## config.mk

```make
export PLATFORM = sky130hd
export DESIGN_NAME = mult_operand_sequencer
export DESIGN_NICKNAME = d
export VERILOG_FILES = /design/src/rtl/mult_operand_sequencer.sv
export SDC_FILE = /design/constraint.sdc
export NUM_CORES = 1
export LEC_CHECK = 0
export ABC_CLOCK_PERIOD_IN_PS = 4600
export CAP_MARGIN = 30
export CORE_UTILIZATION = 40
export DETAILED_ROUTE_END_ITERATION = 10
export PLACE_DENSITY_LB_ADDON = 0.1
export SYNTH_ARGS = -nofsm -noshare
export SYNTH_HDL_FRONTEND = slang
export SYNTH_SLANG_ARGS = --single-unit
```

## constraint.sdc

```tcl
create_clock -name clk -period 4.6 [get_ports clk]
set_clock_uncertainty 0.15 [all_clocks]
set_input_delay 0.92 -clock clk [delete_from_list [all_inputs] [get_ports clk]]
set_output_delay 0.92 -clock clk [all_outputs]
set_load 0.02 [all_outputs]
```

## src/rtl/mult_operand_sequencer.sv

```systemverilog
// Operand FIFO feeding a pulse-handshake shift-add multiplier; one multiply in flight at a time,
// with the product held in a result register on a valid/ready output stream.
//
// state | meaning
// IDLE  | no multiply in flight; issues the FIFO head when the FIFO is non-empty
// WAIT  | operands held on the multiplier port; waiting for mul_ready or the timeout
// HOLD  | product (or 0 after a timeout) presented until the consumer takes it
module mult_operand_sequencer #(
    parameter int N       = 4,
    parameter int DEPTH   = 4,
    parameter int TIMEOUT = 32
) (
    input  logic                    clk,
    input  logic                    rst_n,
    input  logic                    in_valid,
    output logic                    in_ready,
    input  logic [N-1:0]            in_a,
    input  logic [N-1:0]            in_b,
    output logic                    out_valid,
    input  logic                    out_ready,
    output logic [2*N-1:0]          out_product,
    output logic                    mul_start,
    output logic [N-1:0]            mul_multiplier,
    output logic [N-1:0]            mul_multiplicand,
    input  logic                    mul_ready,
    input  logic [2*N-1:0]          mul_product,
    output logic [$clog2(DEPTH):0]  fifo_count,
    output logic                    busy,
    output logic                    err
);
    localparam int AW = $clog2(DEPTH);
    localparam int CW = $clog2(TIMEOUT + 1);

    localparam logic [AW:0]   FULL_COUNT = DEPTH[AW:0];
    localparam logic [AW:0]   CNT_ONE    = 1;
    localparam logic [CW-1:0] TMO_LAST   = CW'(TIMEOUT - 1);

    typedef enum logic [1:0] {
        S_IDLE = 2'd0,
        S_WAIT = 2'd1,
        S_HOLD = 2'd2
    } state_t;

    state_t          state;
    logic [N-1:0]    mem_a [DEPTH];
    logic [N-1:0]    mem_b [DEPTH];
    logic [AW-1:0]   wr_ptr;
    logic [AW-1:0]   rd_ptr;
    logic [CW-1:0]   tmo_cnt;
    logic            in_en;
    logic            fifo_empty;
    logic            fifo_full;
    logic            push;
    logic            pop;

    assign fifo_empty = (fifo_count == '0);
    assign fifo_full  = (fifo_count == FULL_COUNT);
    // Registered occupancy only: a pop in the same cycle never reopens a full FIFO.
    assign in_ready   = in_en && !fifo_full;
    assign push       = in_valid && in_ready;
    assign pop        = (state == S_IDLE) && !fifo_empty;

    always_ff @(posedge clk) begin
        if (push) begin
            mem_a[wr_ptr] <= in_a;
            mem_b[wr_ptr] <= in_b;
        end
    end

    always_ff @(posedge clk or negedge rst_n) begin
        if (!rst_n) begin
            wr_ptr     <= '0;
            rd_ptr     <= '0;
            fifo_count <= '0;
            in_en      <= 1'b0;
        end else begin
            in_en <= 1'b1;
            if (push) begin
                wr_ptr <= wr_ptr + AW'(1);
            end
            if (pop) begin
                rd_ptr <= rd_ptr + AW'(1);
            end
            case ({push, pop})
                2'b10:   fifo_count <= fifo_count + CNT_ONE;
                2'b01:   fifo_count <= fifo_count - CNT_ONE;
                default: fifo_count <= fifo_count;
            endcase
        end
    end

    always_ff @(posedge clk or negedge rst_n) begin
        if (!rst_n) begin
            state            <= S_IDLE;
            mul_start        <= 1'b0;
            mul_multiplier   <= '0;
            mul_multiplicand <= '0;
            out_valid        <= 1'b0;
            out_product      <= '0;
            tmo_cnt          <= '0;
            busy             <= 1'b0;
            err              <= 1'b0;
        end else begin
            mul_start <= 1'b0;
            case (state)
                S_IDLE: begin
                    if (pop) begin
                        mul_multiplier   <= mem_a[rd_ptr];
                        mul_multiplicand <= mem_b[rd_ptr];
                        mul_start        <= 1'b1;
                        tmo_cnt          <= '0;
                        busy             <= 1'b1;
                        state            <= S_WAIT;
                    end
                end
                S_WAIT: begin
                    tmo_cnt <= tmo_cnt + CW'(1);
                    if (mul_ready) begin
                        out_product <= mul_product;
                        out_valid   <= 1'b1;
                        state       <= S_HOLD;
                    end else if (tmo_cnt == TMO_LAST) begin
                        // A lost multiply still yields one (zero) result beat to keep counts aligned.
                        err         <= 1'b1;
                        out_product <= '0;
                        out_valid   <= 1'b1;
                        state       <= S_HOLD;
                    end
                end
                S_HOLD: begin
                    if (out_ready) begin
                        out_valid <= 1'b0;
                        busy      <= 1'b0;
                        state     <= S_IDLE;
                    end
                end
                default: begin
                    out_valid <= 1'b0;
                    busy      <= 1'b0;
                    state     <= S_IDLE;
                end
            endcase
        end
    end

endmodule
```

## Word-level counts from Yosys, hierarchy flattened

Memories as Yosys holds them, arrays and structs flattened. A register that Yosys moved wholly into a read port is not among the register bits.
Index checks and enable logic that the tools add are counted.

- Bits in latches: 0
- Bits in registers: 28
- Output and inout bits: 24
- Logic and storage cells: 69
- ROM bits: 0
- Bits in writable memories: 32
- Memories kept: 2

Memory list:

| memory | depth | width | read ports | clocked after memory_dff | wr ports | line | source |
|---|---|---|---|---|---|---|---|
| mem_a | 4 | 4 | 1 | 1 | 1 | 45 | `logic [N-1:0] mem_a [DEPTH];` |
| mem_b | 4 | 4 | 1 | 1 | 1 | 46 | `logic [N-1:0] mem_b [DEPTH];` |

- Mux-type cells: 20
- Multiply operators: 0
- Div/mod/pow operators: 0
- Shift operators: 0
- Equal/unequal tests: 9
- $add $sub $neg: 5
- Bitwise operators: 3
- Reduce and logical (&&, ||, !) cells: 19
- $lt $le $gt $ge: 0

Operator list:

| cell | count |
|---|---|
| $mux W8 | 2 |
| $pmux W6 S2 | 1 |
| $reduce_and A3 Y1 | 4 |
| $mux W1 | 8 |
| $mux W2 | 4 |
| $add A6 B1 Y6 const B | 1 |
| $eq A6 B5 Y1 const B | 1 |
| $mux W6 | 1 |
| $pmux W1 S3 | 2 |
| $pmux W2 S3 | 1 |
| $pmux W3 S2 | 1 |
| $reduce_and A2 Y1 | 3 |
| $reduce_bool A2 Y1 | 3 |
| $add A2 B1 Y2 const B | 2 |
| $eq A2 B1 Y1 const B | 2 |
| $eq A2 B2 Y1 const B | 2 |
| $logic_not A1 Y1 | 4 |
| $ne A2 B2 Y1 const B | 2 |
| $add A3 B1 Y3 const B | 1 |
| $eq A3 B3 Y1 const B | 1 |
| $logic_and A1 B1 Y1 | 3 |
| $logic_not A3 Y1 | 1 |
| $ne A3 B3 Y1 const B | 1 |
| $not A1 Y1 | 3 |
| other kinds (2) | 2 |

## Logic depth before layout (Yosys ltp)

- Word-level depth: 6
- Depth in mapped cells: 9
- Depth with buffers taken out: 9

## Least setup slack after synthesis

No wires, ideal clock.

- Path kind: input to register
- From: input in_valid
- To: register fifo_count[2]
- Arrival: 2.079 ns
- Data required time: 4.370 ns
- Stages: 8
- Slack: 2.292 ns
- Library setup time: 0.080 ns
- Cells stage by stage: o311a_1 -> inv_1 -> ha_1 -> inv_1 -> fa_1 -> xor2_1 -> nor2_1 -> xnor2_1

- Longest elaborated chain between the ends: 3

RTL lines:

| item | line | source |
|---|---|---|
| from (decl) | 15 | `input logic in_valid,` |
| $logic_and A1 B1 Y1 * | 60 | `assign push = in_valid && in_ready;` |
| $eq A2 B1 Y1 / $eq A2 B2 Y1 (equally long branches) | 84 | `case ({push, pop})` |
| $pmux W3 S2 / $reduce_bool A2 Y1 (equally long branches) | n/a |  |
| to (signal assigned) | 85 | `2'b10: fifo_count <= fifo_count + CNT_ONE;` |
| to (signal assigned) | 86 | `2'b01: fifo_count <= fifo_count - CNT_ONE;` |
| to (signal assigned) | 87 | `default: fifo_count <= fifo_count;` |
| to (decl) | 27 | `output logic [$clog2(DEPTH):0] fifo_count,` |

Mark *: on every way between the ends. The rest lies on a longest branch, timed or not.
A chain may end at the register's enable or synchronous reset.

## Worst setup path after layout

- From: register fifo_count[1]
- To: output in_ready

- Longest elaborated chain between the ends: 3

RTL lines:

| item | line | source |
|---|---|---|
| $eq A3 B3 Y1 | 57 | `assign fifo_full = (fifo_count == FULL_COUNT);` |
| $logic_not A1 Y1 | 59 | `assign in_ready = in_en && !fifo_full;` |
| $logic_and A1 B1 Y1 | 59 |  |
| to (decl) | 16 | `output logic in_ready,` |

Every way passes these cells.

==> results.yml <==
global_route:
  grt_pass1_wl_um: 8390
  grt.total_usage: 0.1582
  grt_overflow: 0
  grt_pass1_vias: 1659
  grt_max_degree: 37
  antenna_found_initial: 0
cells_and_area:
  fill_cells: 580
  antennaDiodeCount: 0
  stdcell_count: 328
  drive_above_1_share: 0.1466
  layout_common_cells: "clkdlybuf4s50_1 (43), dfrtp_1 (36), edfxtp_1 (32)"
  nets: 255
  mostFrequentLayoutCell: "clkdlybuf4s50_1"
  areaGrowthSynthToFinish_pct: 25.95
sta:
  setup_slack_ns: 1.864
  timing.slew.headroom: 0.4490
  timing.setup.tns_ns: 0
  slew_violations: 0
  max_freq_mhz: 365.5
  period_share: 0.5947
  hold_viol_final: 0
  tightest_slew_ns: 0.8266
  report.final.setup_viol: 0
  min_period_ns: 2.736
  rsz0062_at_grt: "no"
power:
  p_leak_nw: 1.404
  power_density_nw_per_um2: 684.9
  peakVddDrop_v: 0.0002573
flow_run:
  drv.max_cap_violation_count: 0
drt:
  vias_per_cell: 4.771
  drt-total-wl_um: 5085
  dr.pass1.iters: 4
  first_iter_violations: 57
  ant_nets: 0
  route.vias.total: 1565
  drc: 0
  wl_per_cell_um: 15.50
status:
  status: "completed"
yosys:
  synth_xor_xnor_area_share: 0.01876
  synth_edf_count: 32
  synth_cells: 177
  ys_seq_area_frac: 0.6646
  yosysUniqueCellTypes: 38
  synth_top_cell_by_area: "edfxtp_1"
  yosys_warnings: 0
  synth_top_area_frac: 0.3430
  synthMuxAreaShare: 0.1206
  ys.flop_type: "dfrtp_1"
  ys_ff_latch: 68
  synth_top_family_by_area: "multiplexers"
  synth_compound_area_frac: 0.07146
  synthTopCellsByArea: "edfxtp_1 (34%), dfrtp_1 (32%), mux4_2 (6.4%)"
  synth_nets: 205
  synth-async-reset-ratio: 0.5294
  yosys.area_share.adder: 0.03394
  syn_area_per_cell_um2: 15.83
  yosys.area_share.simple: 0.06297
  syn_area_um2: 2801
worst_setup_path:
  path_cells: "o31a_1, clkdlybuf4s50_1"
  required_ns: 3.53
  start_kind: "flop"
  cp_num_buf_inv: 1
  max_stage_delay_ns: 0.55
  crit_arrival_ns: 1.67
  cp-end-kind: "output pin"
  cp_slowest_cell: "clkdlybuf4s50_1"
  cp_top_family: "buffers and inverters"
  cp_max_fo: 5
  crit_type: "flop to output pin"
cts:
  ctsResizeCount: 0
  cts_setup_buffers: 0
  h-tree-depth: 3
  numCtsBuffers: 9
  cts_tree: "built"
  cts-root-buf: "clkbuf_8"
  cts.path.max_buffers: 2
  clkLatencyLatePin_ns: 0.33
  clock_sinks: 68
  clk_pin_slew_worst_paths_ns: 0.07
  cts_hold_buf: 0
placed_design:
  placed_cells: 312
  io_buffer_count: 44
  dp_hpwl_um: 3505
  gp_congestion: 0.7041
  place_ws_ns: 1.717
floorplan:
  num_rows: 30
  die_area_um2: 7342
  core_area_um2: 6794
  chipWidth_um: 85.69
  ios: 45
  dieHeight_um: 85.69
  initial_utilization: 0.4123
worst_hold_path:
  hp-class: "flop to flop"
[metal layers]
metal | up-vias | global-route usage | routed length [µm]
met3 | 7 | 0.06449 | 212
li1 | 747 | - | -
met4 | 0 | 0.06212 | 70
met5 | - | 0 | 0
met1 | 775 | 0.1782 | 2119
met2 | 36 | 0.2691 | 2682
[logic make-up (layout without fill, tap and decap cells)]
| group | after synthesis | after routing |
|---|---|---|
| flip-flops | 68 | 68 |
| multiplexers | 20 | 20 |
| AO/OA/AOI/OAI | 29 | 29 |
| adder cells (fa/ha/maj) | 7 | 7 |
| AND/OR/NAND/NOR | 31 | 31 |
| XOR/XNOR | 6 | 6 |
| buffers and inverters | 15 | 70 |
| other | 1 | 1 |
[metrics by stage]
step / area (µm²) / power, mW / utilization / hold WS [ns]
3_5_place_dp: 3321 / 1.924 / 0.4888 / 0.3027
6_report: 3528 / 2.416 / 0.5193 / 0.3089
2_1_floorplan: 2801 / 1.589 / - / 0.2894
4_1_cts: 3528 / 2.449 / 0.5193 / 0.3172
3_3_place_gp: 3321 / 1.882 / 0.4888 / 0.2886
5_1_grt: 3528 / 2.561 / 0.5193 / 0.3397
[registers in the layout, indices dropped and copies added, names as in the netlist]
name	flops
mem_a	16
mem_b	16
out_product	8
tmo_cnt	6
mul_multiplicand	4
mul_multiplier	4
fifo_count	3
rd_ptr	2
state	2
wr_ptr	2
busy	1
err	1
in_en	1
mul_start	1
out_valid	1
[power by group]
part / switching, mW / internal [mW] / total [mW]
Clock: 0.216 / 0.301 / 0.517
Combinational: 0.451 / 0.487 / 0.938
Sequential: 0.148 / 0.814 / 0.962
Total: 0.814 / 1.60 / 2.42
[worst paths after layout]
kind | startpoint | cells after the start | endpoint | slack [ns]
max | fifo_count[1] | 2 | in_ready | 1.86
min reg2reg | err | 1 | err | 0.31
max in group asynchronous | rst_n | 1 | fifo_count[2] | 3.24
max reg2reg | state[1] | 8 | fifo_count[2] | 2.13
min in group asynchronous | rst_n | 1 | tmo_cnt[0] | 0.53
min | err | 1 | err | 0.31
[synthesized netlist by cell type, types with 2 or more instances]
cell type,n
o2bb2ai_1,8
o21a_1,2
buf_6,2
nor2_1,3
o21ai_0,8
mux2i_1,3
ha_1,6
mux4_2,8
edfxtp_1,32
xor2_1,2
dfrtp_1,36
mux2_2,2
buf_2,2
a21oi_1,5
mux2_4,7
and3_1,3
xnor2_1,4
a21o_1,2
nand2_1,11
and2_1,4
inv_1,10
[final cells by class]
type | count | area (µm²) | area share
Clock buffer | 10 | 127.6 | 0.03617
Inverter | 10 | 37.54 | 0.01064
Tap cell | 96 | 120.1 | 0.03404
Clock inverter | 6 | 80.08 | 0.02270
Sequential cell | 68 | 1862 | 0.5277
Timing Repair Buffer | 44 | 435.4 | 0.1234
Multi-Input combinational cell | 94 | 865.8 | 0.2454
No activity file was read; power rests on OpenSTA's default activity.
